**config.mk**
```make
export PLATFORM = sky130hd
export DESIGN_NAME = led_blink_arbiter
export DESIGN_NICKNAME = d
export VERILOG_FILES = /design/src/rtl/led_blink_pkg.sv /design/src/rtl/led_blink_arbiter_rr_pick.sv /design/src/rtl/led_blink_arbiter.sv
export SDC_FILE = /design/constraint.sdc
export NUM_CORES = 1
export LEC_CHECK = 0
export BUFFER_PORTS_ARGS = -buffer_cell sky130_fd_sc_hd__buf_2
export CAP_MARGIN = 15
export CORE_MARGIN = 1
export CORE_UTILIZATION = 60
export CTS_BUF_LIST = sky130_fd_sc_hd__clkbuf_4 sky130_fd_sc_hd__clkbuf_8
export DETAILED_ROUTE_END_ITERATION = 8
export GPL_TIMING_DRIVEN = 0
export PLACE_DENSITY = 0.8
export SYNTH_ARGS = -nofsm -noshare
export SYNTH_HDL_FRONTEND = slang
export SYNTH_HIERARCHICAL = 1
export SYNTH_SLANG_ARGS = --single-unit
```
**constraint.sdc**
```tcl
create_clock -name i_clock -period 4.2 [get_ports i_clock]
set_input_delay 0.42 -clock i_clock [delete_from_list [all_inputs] [get_ports i_clock]]
set_output_delay 0.42 -clock i_clock [all_outputs]
set_load 0.1 [all_outputs]
```
**src/rtl/led_blink_pkg.sv**
```systemverilog
// Shared definitions for the LED blink arbiter family.
// Holds FSM encodings, blink rate codes and the counter sizing helper.
package led_blink_pkg;

   localparam logic [1:0] ST_IDLE = 2'd0;
   localparam logic [1:0] ST_OWN  = 2'd1;
   localparam logic [1:0] ST_GAP  = 2'd2;

   typedef logic [1:0] rate_t;

   // These codes must match the switch decode of tutorial_led_blink:
   // switch_1 is bit 1, switch_2 is bit 0.
   localparam rate_t RATE_100HZ = 2'b00;
   localparam rate_t RATE_50HZ  = 2'b01;
   localparam rate_t RATE_10HZ  = 2'b10;
   localparam rate_t RATE_1HZ   = 2'b11;

   // Width of a down-counter that must hold max(dwell, gap) - 1.
   // A single bit is kept as a floor so the counter never collapses.
   function automatic int cnt_width(input int dwell, input int gap);
      int m;
      m = (dwell > gap) ? dwell : gap;
      return (m <= 1) ? 1 : $clog2(m);
   endfunction

endpackage

```
**src/rtl/led_blink_arbiter_rr_pick.sv**
```systemverilog
// rr_pick: combinational rotate-priority selector.
// Ports: i_req (requests), i_ptr (search start) -> o_onehot, o_index, o_valid.
module rr_pick #(
   parameter int N  = 3,
   parameter int IW = (N > 1) ? $clog2(N) : 1
) (
   input  logic [N-1:0]  i_req,
   input  logic [IW-1:0] i_ptr,
   output logic [N-1:0]  o_onehot,
   output logic [IW-1:0] o_index,
   output logic          o_valid
);

   // Walk the requesters starting at the pointer, wrapping modulo N;
   // the first one found owns the result.
   always_comb begin
      int k;
      k        = 0;
      o_onehot = '0;
      o_index  = '0;
      o_valid  = 1'b0;
      for (int i = 0; i < N; i++) begin
         k = (int'(i_ptr) + i) % N;
         if (!o_valid && i_req[k]) begin
            o_valid     = 1'b1;
            o_index     = IW'(k);
            o_onehot[k] = 1'b1;
         end
      end
   end

endmodule

```
**src/rtl/led_blink_arbiter.sv**
```systemverilog
// Round-robin owner of the single LED blink block: grants the LED to one
// requester for a dwell time, then blanks it for a gap before the next owner.
// Ports:
//   i_clock, i_reset (sync, active high)
//   i_req[NUM_REQ], i_rate[2*NUM_REQ] (requester k uses [2k+1:2k])
//   o_grant (one-hot owner), o_enable, o_switch_1, o_switch_2, o_busy
module led_blink_arbiter
   import led_blink_pkg::*;
#(
   parameter int NUM_REQ      = 3,
   parameter int DWELL_CYCLES = 25000,
   parameter int GAP_CYCLES   = 2500
) (
   input  logic                 i_clock,
   input  logic                 i_reset,
   input  logic [NUM_REQ-1:0]   i_req,
   input  logic [2*NUM_REQ-1:0] i_rate,
   output logic [NUM_REQ-1:0]   o_grant,
   output logic                 o_enable,
   output logic                 o_switch_1,
   output logic                 o_switch_2,
   output logic                 o_busy
);

   localparam int IW = (NUM_REQ > 1) ? $clog2(NUM_REQ) : 1;
   localparam int CW = cnt_width(DWELL_CYCLES, GAP_CYCLES);

   localparam logic [CW-1:0] DWELL_LOAD = CW'(DWELL_CYCLES - 1);
   localparam logic [CW-1:0] GAP_LOAD   = CW'(GAP_CYCLES - 1);
   localparam logic [IW-1:0] LAST_IDX   = IW'(NUM_REQ - 1);

   logic [1:0]    state;
   logic [CW-1:0] cnt;
   logic [IW-1:0] ptr;
   logic [IW-1:0] owner;

   logic [NUM_REQ-1:0] win_onehot;
   logic [IW-1:0]      win_idx;
   logic               win_valid;

   logic          owner_req;
   logic          others_req;
   rate_t         owner_rate;
   rate_t         win_rate;
   logic [IW-1:0] next_ptr;

   rr_pick #(
      .N  (NUM_REQ),
      .IW (IW)
   ) u_pick (
      .i_req    (i_req),
      .i_ptr    (ptr),
      .o_onehot (win_onehot),
      .o_index  (win_idx),
      .o_valid  (win_valid)
   );

   // o_grant holds the owner one-hot while in OWN, so it doubles as the
   // mask for "owner still requests" and "someone else is waiting".
   always_comb begin
      owner_req  = |(i_req & o_grant);
      others_req = |(i_req & ~o_grant);
      owner_rate = i_rate[{owner, 1'b0} +: 2];
      win_rate   = i_rate[{win_idx, 1'b0} +: 2];
      next_ptr   = (win_idx == LAST_IDX) ? '0 : win_idx + 1'b1;
   end

   always_ff @(posedge i_clock) begin
      if (i_reset) begin
         state      <= ST_IDLE;
         cnt        <= '0;
         ptr        <= '0;
         owner      <= '0;
         o_grant    <= '0;
         o_enable   <= 1'b0;
         o_switch_1 <= 1'b0;
         o_switch_2 <= 1'b0;
         o_busy     <= 1'b0;
      end else begin
         case (state)
            ST_IDLE: begin
               if (win_valid) begin
                  state      <= ST_OWN;
                  cnt        <= DWELL_LOAD;
                  ptr        <= next_ptr;
                  owner      <= win_idx;
                  o_grant    <= win_onehot;
                  o_enable   <= 1'b1;
                  o_switch_1 <= win_rate[1];
                  o_switch_2 <= win_rate[0];
                  o_busy     <= 1'b1;
               end else begin
                  cnt        <= '0;
                  o_grant    <= '0;
                  o_enable   <= 1'b0;
                  o_switch_1 <= 1'b0;
                  o_switch_2 <= 1'b0;
                  o_busy     <= 1'b0;
               end
            end

            ST_OWN: begin
               // Early release outranks dwell expiry.
               if (!owner_req || (cnt == '0 && others_req)) begin
                  state      <= ST_GAP;
                  cnt        <= GAP_LOAD;
                  o_grant    <= '0;
                  o_enable   <= 1'b0;
                  o_switch_1 <= 1'b0;
                  o_switch_2 <= 1'b0;
               end else if (cnt == '0) begin
                  // Sole requester: renew in place, pick up a fresh rate.
                  cnt        <= DWELL_LOAD;
                  o_switch_1 <= owner_rate[1];
                  o_switch_2 <= owner_rate[0];
               end else begin
                  cnt <= cnt - 1'b1;
               end
            end

            ST_GAP: begin
               if (cnt == '0) begin
                  state  <= ST_IDLE;
                  o_busy <= 1'b0;
               end else begin
                  cnt <= cnt - 1'b1;
               end
            end

            default: begin
               state      <= ST_IDLE;
               cnt        <= '0;
               o_grant    <= '0;
               o_enable   <= 1'b0;
               o_switch_1 <= 1'b0;
               o_switch_2 <= 1'b0;
               o_busy     <= 1'b0;
            end
         endcase
      end
   end

endmodule

```
# Word level (Yosys, flattened, before mapping)
# Cells that the tools add are included.
# word_totals
ff_bits	28
out_inout_bits	7
input_bits	11
wordCells	108
# classes
n_bitwise	7
n_mux	50
addsub	4
n_eq_ne	8
n_lt_le_gt_ge	6
n_reduce_logical	19
div_mod_pow	3
shift	2
# op_table
operator	n
32-bit by 1-bit >= comparator with 1-bit output (second input constant)	3
32-bit by 4-bit less-than comparator with 1-bit output (second input constant)	3
32-bit by 3-bit remainder unit with 32-bit output (second input constant)	2
15-bit 2-to-1 mux	4
15-bit case mux with 3 select lines	1
3-bit by 3-bit remainder unit with 32-bit output (second input constant)	1
1-bit 2-to-1 mux	21
15-bit zero test	1
3-bit 2-to-1 mux	5
15-bit by 1-bit subtractor with 15-bit output (second input constant)	1
2-bit 2-to-1 mux	7
1-bit case mux with 3 select lines	4
6-bit by 4-bit variable part select with 2-bit output	2
3-bit case mux with 3 select lines	1
2-bit AND reduction	4
3-bit bitwise AND	2
1-bit binary-select mux with 2-bit select	3
1-bit demux with 2-bit select	3
1-bit logical AND	6
2-bit != test (second input constant)	3
3-bit bitwise OR	2
2-bit case mux with 3 select lines	1
3-bit OR reduction	2
2-bit == test (second input constant)	2
other kinds (12)	15

# Logic depth before layout (Yosys ltp)
# Gate-level depths: netlist of run 1.
# depth
word_depth	14
depth_mapped	12
ltp_nobuf	11

# Hierarchy
# Netlist of run 1, hierarchy kept.
# modules_own_cells
module	area_each_um2	n_inst	cells_each	seq_area_each_um2
led_blink_arbiter	1591.5	1	195	560.5
rr_pick	381.6	1	52	0.0

# Worst setup path after synthesis of run 1
# OpenSTA, ideal clock, no wires.
# synth_path
path_type	reg2reg
startpoint	reg o_grant[0]
endpoint	reg cnt[13]
synth_period_minus_slack_ps	2188
path_buffers	0
path_stages_with_launch	6
path_slack_ps	2012
required_ps	4109
t_arrival_ps	2097
setup_ps	91
path_cell_list	dfxtp_1 > inv_1 > a222oi_1 > a31o_2 > nor3_1 > a311oi_1
# synth_between
elab_chain_cells	7
elab_cells_between_ends	10
classes_between	mux (2); bitwise (3); reduce/logical (5)
# synth_rtl
item	line_no	text
start, declared	led_blink_arbiter.sv:18	output logic [NUM_REQ-1:0] o_grant,
start signal, assigned	led_blink_arbiter.sv:87	o_grant <= win_onehot;
3-bit NOT	led_blink_arbiter.sv:62	others_req = |(i_req & ~o_grant);
3-bit bitwise AND	led_blink_arbiter.sv:62	
3-bit OR reduction	led_blink_arbiter.sv:62	
1-bit logical AND	led_blink_arbiter.sv:104	if (!owner_req || (cnt == '0 && others_req)) begin
1-bit logical OR *	led_blink_arbiter.sv:104	
15-bit 2-to-1 mux *	led_blink_arbiter.sv:104	
15-bit case mux with 3 select lines *	led_blink_arbiter.sv:80	case (state)
end signal, assigned	led_blink_arbiter.sv:117	cnt <= cnt - 1'b1;
end signal, assigned	led_blink_arbiter.sv:126	cnt <= cnt - 1'b1;
end, declared	led_blink_arbiter.sv:33	logic [CW-1:0] cnt;
# Mark *: on every way between the ends. The rest lies on a longest branch, timed or not.
# A chain may end at the register's enable or synchronous reset.

# Worst setup path after layout of run 1
# layout_path
startpoint	reg ptr[0]
endpoint	reg state[0]
# layout_between
elab_chain_cells	13
elab_cells_between_ends	23
classes_between	add/sub (2); div (3); eq/ne (1); mux (12); reduce/logical (5)
# layout_rtl
item	line_no	text
start, declared	led_blink_arbiter.sv:34	logic [IW-1:0] ptr;
start signal, assigned	led_blink_arbiter.sv:85	ptr <= next_ptr;
branches (longest 10 deep; another with 32-bit by 3-bit remainder unit with 32-bit output)	-	
1-bit 2-to-1 mux *	led_blink_arbiter_rr_pick.sv:24	if (!o_valid && i_req[k]) begin
named net win_valid	led_blink_arbiter.sv:39	logic win_valid;
2-bit by 1-bit != test with 1-bit output (no line) *	-	
3-bit AND reduction (no line) *	-	
end signal, assigned	led_blink_arbiter.sv:70	state <= ST_IDLE;
end signal, assigned	led_blink_arbiter.sv:83	state <= ST_OWN;
end signal, assigned	led_blink_arbiter.sv:105	state <= ST_GAP;
end, declared	led_blink_arbiter.sv:32	logic [1:0] state;
# Mark *: on every way through the listed nets, which the timed path passes. The select of a mux whose other input is x is not followed.

==> metrics.md, run 1 <==
| Metric | Value |
|---|---|
| R2R depth | `11` |
| Antenna Cells | `0` |
| Cell Area, Synth | `1973 µm²` |
| Register area share after synthesis | `0.2841` |
| Endpoints failing hold | `0` |
| CP max-delay cell | `dfxtp_1` |
| Worst-path clk slew | `0.14 ns` |
| WP depth | `11` |
| Share of layout cells above drive strength 1 | `0.1466` |
| Most frequent cells in the layout | `a21oi_1 (32), dfxtp_1 (28), nand2_1 (25), nor2_1 (20), buf_2 (19)` |
| Largest net degree at the start of global routing | `15` |
| Pwr dens | `835.2 nW/µm²` |
| Synth top area cells | `dfxtp_1 (28%), a21oi_1 (8.1%), nand2_1 (4.8%), ha_1 (3.8%), nor2_1 (3.8%)` |
| Final WL | `4396 µm` |
| Worst-Skew Late Latency | `0.32 ns` |
| Port Buffer Count | `16` |
| Via density | `5.977` |
| Starting Density | `0.6411` |
| Syn avg cell area | `around 8 µm²` |
| Crit start category | `flop` |
| Ports | `18` |
| Max-Cap Viols | `0` |
| Routed wire length per instance | `14.18 µm` |
| WP data required | `~4.4 ns` |
| Area fraction of the dominant cell type after synthesis | `0.2841` |
| Vias | `between 1500 and 2000` |
| Max Fclk | `around 400 MHz` |
| Clk sinks | `28` |
| Crit-path cells | `inv_1, ha_1, clkbuf_8, a22o_2, a211oi_1, o21bai_1, nand2b_1, or2_2, clkbuf_1, o21ai_0, nor2b_1` |
| Row cnt | `20` |
| Initial antenna violation count | `0` |
| Syn nets | `264` |
| Total congestion overflow | `0` |
| Final clock period utilization by the worst path | `0.5990` |
| # hold bufs at CTS | `0` |
| Critical path's largest stage delay | `0.40 ns` |
| Synth unique cells | `53` |
| Hold WC Path Type | `input port to flop` |
| Final HPWL DP | `between 3000 and 4000 µm` |
| Die footprint | `3522 µm²` |
| Layout Nets | `roughly 290` |
| Worst Tran Pin Value | `roughly 0.74 ns` |
| Worst hold slack | `0.4805 ns` |
| Area delta synth->final | `7.990%` |
| Die width | `59.35 µm` |
| Clock Skew | `0.009755 ns` |
| Seq cells post-synth | `28` |
| Post-CTS Setup Inserts | `0` |
| DRT Pass-1 Iters | `4` |
| DRC | `0` |
| Slew headroom | `0.4997` |
| Post_cts resized | `0` |
| H-tree depth | `1` |
| Die H | `59.35 µm` |
| Post-synth EDFFs | `0` |
| Final max-slew violation count | `0` |
| Synth warn | `6` |
| First-pass GRT wire length | `7341 µm` |
| Cells after synthesis | `247` |
| Initial DRC count | `162` |
| Layout fillers | `290` |
| Vias in the first global route | `1661` |
| Root buf cell | `clkbuf_4` |
| Commonest non-fill, non-tap cell in the layout | `a21oi_1` |
| Setup repair after global routing missed its margin | `false` |
| CTS Buf Count | `3` |
| Crit Path Max Fanout | `10` |
| GRT Resource Usage Total | `0.2667` |
| Tmin final | `2.516 ns` |
| Worst Path Class, Setup | `flop to flop` |
| Crit path max-delay family | `compound AO/OA/AOI/OAI gates` |
| CP arrival | `2.74 ns` |
| Antenna-violating nets left | `0` |
| Worst Path Buf+Inv | `3` |
| Pleak | `0.8031 nW` |
| Clock Path Buffers | `2` |
| Setup_tns | `0 ns` |
| CP endpoint kind | `flop` |
| Post-synth ARST share | `0` |
| CORE AREA | `around 3000 µm²` |
| Gpl congestion | `0.8841` |
| Finish-stage setup viols | `0` |
| Result of the run | `finished clean` |
| Area leader, netlist | `dfxtp_1` |
| Hold depth | `2` |
| Total power | `approximately 1.8 mW` |
| TritonCTS clock tree | `done` |
| Main synth FF type | `dfxtp_1` |
| Max VDD drop | `0.4449 mV` |
[synth_stat cells (2+ instances only)]
library cell  count
a211oi_1          2
a21oi_1          32
a222oi_1          2
a311oi_1          3
a31oi_1           3
buf_2             3
buf_6             2
clkbuf_1          6
dfxtp_1          28
ha_1              6
inv_1            11
mux2i_1           5
mux2i_4           2
nand2_1          25
nand2b_1          9
nand3_1           6
nand3b_1          3
nand4_1           5
nand4_2           2
nor2_1           20
nor2b_1           7
nor3_1            6
nor4_4            2
o211ai_1          2
o21ai_0           8
o21ai_1           6
o21bai_1          2
o2bb2ai_1         4
xnor2_1           8
xor2_1            4
[cells by family after synthesis]
family,count (synthesis),share of synthesized area
AOI/OAI and AO/OA,76,0.2454
xor gates and xnor gates,12,0.05327
DFF,28,0.2841
buffers and inverters,23,0.05833
muxes,7,0.04819
adders and majority gates,6,0.03805
and+or+nand+nor,95,0.2727
[sequential cells by signal (all words and copies together) (netlist names)]
name / cells
cnt: 15
o_grant: 3
owner: 2
ptr: 2
state: 2
o_busy: 1
o_enable: 1
o_switch_1: 1
o_switch_2: 1
[stage by stage]
step / util / cells / area [µm²] / setup slack (ns)
floorplan: - / 247 / 1973 / 2.012
global placement: 0.6850 / 307 / 2108 / 1.747
detailed placement: 0.6850 / 307 / 2108 / 1.724
CTS: 0.6923 / 310 / 2131 / 1.684
global route: 0.6923 / 310 / 2131 / 1.432
finish: 0.6923 / 310 / 2131 / 1.684
[metal layers]
layer / up-vias / wire length [µm] / GRT usage
met4: 0 / 35 / 0.05102
met3: 5 / 172 / 0.03057
met5: - / 0 / 0
li1: 933 / - / -
met1: 866 / 2107 / 0.3704
met2: 49 / 2081 / 0.4462
[area by class of cell]
cell class,count,area (µm²),share of cell area
multi-input cells,196,1297,0.6089
clock buffers,3,22.52,0.01057
well taps,44,55.05,0.02584
flip-flops and latches,28,560.5,0.2631
inverters,11,41.29,0.01938
plain buffers,12,73.82,0.03464
repair buffers,16,80.08,0.03758
[power breakdown]
| part | switching [mW] | internal [mW] |
|---|---|---|
| registers | 0.103 | 0.362 |
| logic | 0.779 | 0.431 |
| clock network | 0.0725 | 0.0337 |
| total | 0.954 | 0.826 |
[worst paths after layout]
path / slack [ns] / start / to
max: 1.68 / ptr[0] / state[0]
min: 0.48 / i_reset / state[0]
max reg2reg: 1.68 / ptr[0] / state[0]
min reg2reg: 0.48 / owner[0] / owner[0]
Note: power is estimated with default switching activity, not from simulation.
==> run 2, diff against run 1 <==
- clock period: 4.2 -> 2.6 ns (I/O delays scaled with it)
==> metrics.md, run 2 (synthesized netlist as in run 1, its figures left out) <==
| Metric | Value |
|---|---|
| Top reg by flops | `cnt` |
| Root buf cell | `clkbuf_4` |
| Finish-stage setup viols | `0 (unchanged)` |
| Worst Tran Pin Value | `0.6764 ns (-0.06834 ns)` |
| Dpl cells | `307 (unchanged)` |
| CP arrival | `2.58 ns (-0.16 ns)` |
| Antenna-violating nets left | `0 (unchanged)` |
| Antenna Cells | `0 (unchanged)` |
| Die width | `59.35 µm (unchanged)` |
| Area delta synth->final | `8.497%` |
| Worst r2r dst | `ptr[0]` |
| R2r startpoint | `ptr[1]` |
| Crit Path Max Fanout | `10 (unchanged)` |
| Final clock period utilization by the worst path | `0.9151 (+0.3161)` |
| Hold WC Path Type | `input port to flop` |
| CP endpoint kind | `flop` |
| DRC | `0 (unchanged)` |
| TritonCTS clock tree | `done` |
| Post-layout util | `0.6955 (+0.003252)` |
| Total congestion overflow | `0 (unchanged)` |
| Clock Skew | `0.009796 ns (+0.00004092 ns)` |
| Clock Path Buffers | `2 (unchanged)` |
| Result of the run | `finished clean` |
| GRT Resource Usage Total | `0.2667 (unchanged)` |
| Largest net degree at the start of global routing | `15 (unchanged)` |
| Gpl congestion | `0.8841 (unchanged)` |
| WP data required | `2.80 ns (-1.62 ns)` |
| Vias in the first global route | `1661 (unchanged)` |
| Row cnt | `20 (unchanged)` |
| Port Buffer Count | `16 (unchanged)` |
| Commonest non-fill, non-tap cell in the layout | `a21oi_1` |
| Worst-path clk slew | `0.14 ns (about the same)` |
| Max VDD drop | `0.7204 mV (+62%)` |
| R2R depth | `11 (unchanged)` |
| Min-delay src | `i_rate[2]` |
| Initial DRC count | `177 (+9.3%)` |
| Endpoints failing hold | `0 (unchanged)` |
| Setup repair after global routing missed its margin | `false` |
| Worst Path Class, Setup | `flop to flop` |
| Biggest regs | `cnt x15, o_grant x3` |
| Starting Density | `0.6411 (unchanged)` |
| Final max-slew violation count | `0 (unchanged)` |
| Share of layout cells above drive strength 1 | `0.1654 (+0.01880)` |
| Crit start category | `flop` |
| Most frequent cells in the layout | `a21oi_1 (31), dfxtp_1 (27), nand2_1 (25), buf_2 (19), nor2_1 (19)` |
| Initial antenna violation count | `0 (unchanged)` |
| H-tree depth | `1 (unchanged)` |
| Die footprint | `3522 µm² (unchanged)` |
| Final WL | `4446 µm (+1.1%)` |
| Hold depth | `5 (+3)` |
| Layout Nets | `285 (unchanged)` |
| Final HPWL DP | `3322 µm (unchanged)` |
| CTS Buf Count | `3 (unchanged)` |
| DRT Pass-1 Iters | `4 (unchanged)` |
| Ports | `18 (unchanged)` |
| Die H | `59.35 µm (unchanged)` |
| R2R setup slack | `0.22 ns (-1.46 ns)` |
| Worst-Skew Late Latency | `0.32 ns (about the same)` |
| First-pass GRT wire length | `7341 µm (unchanged)` |
| Post-CTS Setup Inserts | `0 (unchanged)` |
| Max Fclk | `420.3 MHz (+5.7%)` |
| Routed wire length per instance | `14.34 µm (+1.1%)` |
| Slew headroom | `0.5456 (+0.04591)` |
| Pwr dens | `1351 nW/µm² (+62%)` |
| Max-Cap Viols | `0 (unchanged)` |
| Fin cells | `310 (unchanged)` |
| Vias | `1837 (-0.86%)` |
| CORE AREA | `3078 µm² (unchanged)` |
| # hold bufs at CTS | `0 (unchanged)` |
| Number of flip-flops in the largest register | `15 (unchanged)` |
| Hold EP | `o_switch_2` |
| Pleak | `0.8092 nW (+0.76%)` |
| Tmin final | `2.379 ns (-0.1367 ns)` |
| Setup_tns | `0 ns (unchanged)` |
| Post_cts resized | `0 (unchanged)` |
| Via density | `5.926 (-0.86%)` |
| Clk sinks | `28 (unchanged)` |
-- run 2: cell counts in the layout (fill, tap and decap cells not counted) --
Identical to the previous run, type by type.
-- run 2: how the worst max path moves through the flow --
stage	slack, ns	start	endpoint
2_1_floorplan	0.41	o_grant[0]	cnt[13]
3_3_place_gp	0.15	ptr[0]	state[0]
3_5_place_dp	0.12	ptr[0]	state[0]
4_1_cts	0.08	ptr[1]	o_switch_1
5_1_grt	0.05	ptr[1]	cnt[13]
6_report	0.22	ptr[1]	ptr[0]
-- run 2: cell type report --
type	count	area, µm²
clock buffers	3	22.52
well taps	44	55.05
plain buffers	12	76.32
multi-input cells	196	1304
inverters	11	41.29
fillers	287	937.1
repair buffers	16	80.08
flip-flops and latches	28	561.8
-- run 2: through the flow --
step / setup slack [ns] / power (mW) / hold WS [ns] / cell area (µm²)
after floorplan: 0.4122 / 2.324 / 0.4514 / 1973
after global placement: 0.1475 / 2.660 / 0.4623 / 2108
after detailed placement: 0.1244 / 2.686 / 0.4691 / 2108
after CTS: 0.08357 / 2.862 / 0.3157 / 2131
after global routing: 0.04632 / 3.113 / 0.3466 / 2141
final: 0.2208 / 2.893 / 0.3317 / 2141
-- run 2: where the power goes --
| group | switching (mW) | internal, mW |
|---|---|---|
| Combinational | 1.26 | 0.706 |
| Clock | 0.117 | 0.0543 |
| Sequential | 0.166 | 0.585 |
| Total | 1.55 | 1.35 |
-- run 2: per-layer routing --
metal / track usage / routed length, µm / up-vias
met1: 0.3704 / 2138 / 847
met4: 0.05102 / 32 / 0
met2: 0.4462 / 2112 / 50
met3: 0.03057 / 163 / 5
li1: - / - / 935
met5: 0 / 0 / -
-- run 2: critical path, stage by stage (launching register included) --
cell	delay [ns]
dfxtp_2	0.38
inv_1	0.06
ha_1	0.18
buf_6	0.14
mux2i_4	0.20
mux2i_4	0.22
o21bai_1	0.19
nand2b_1	0.14
or2_2	0.31
clkbuf_2	0.20
a21oi_1	0.18
nor2_1	0.05
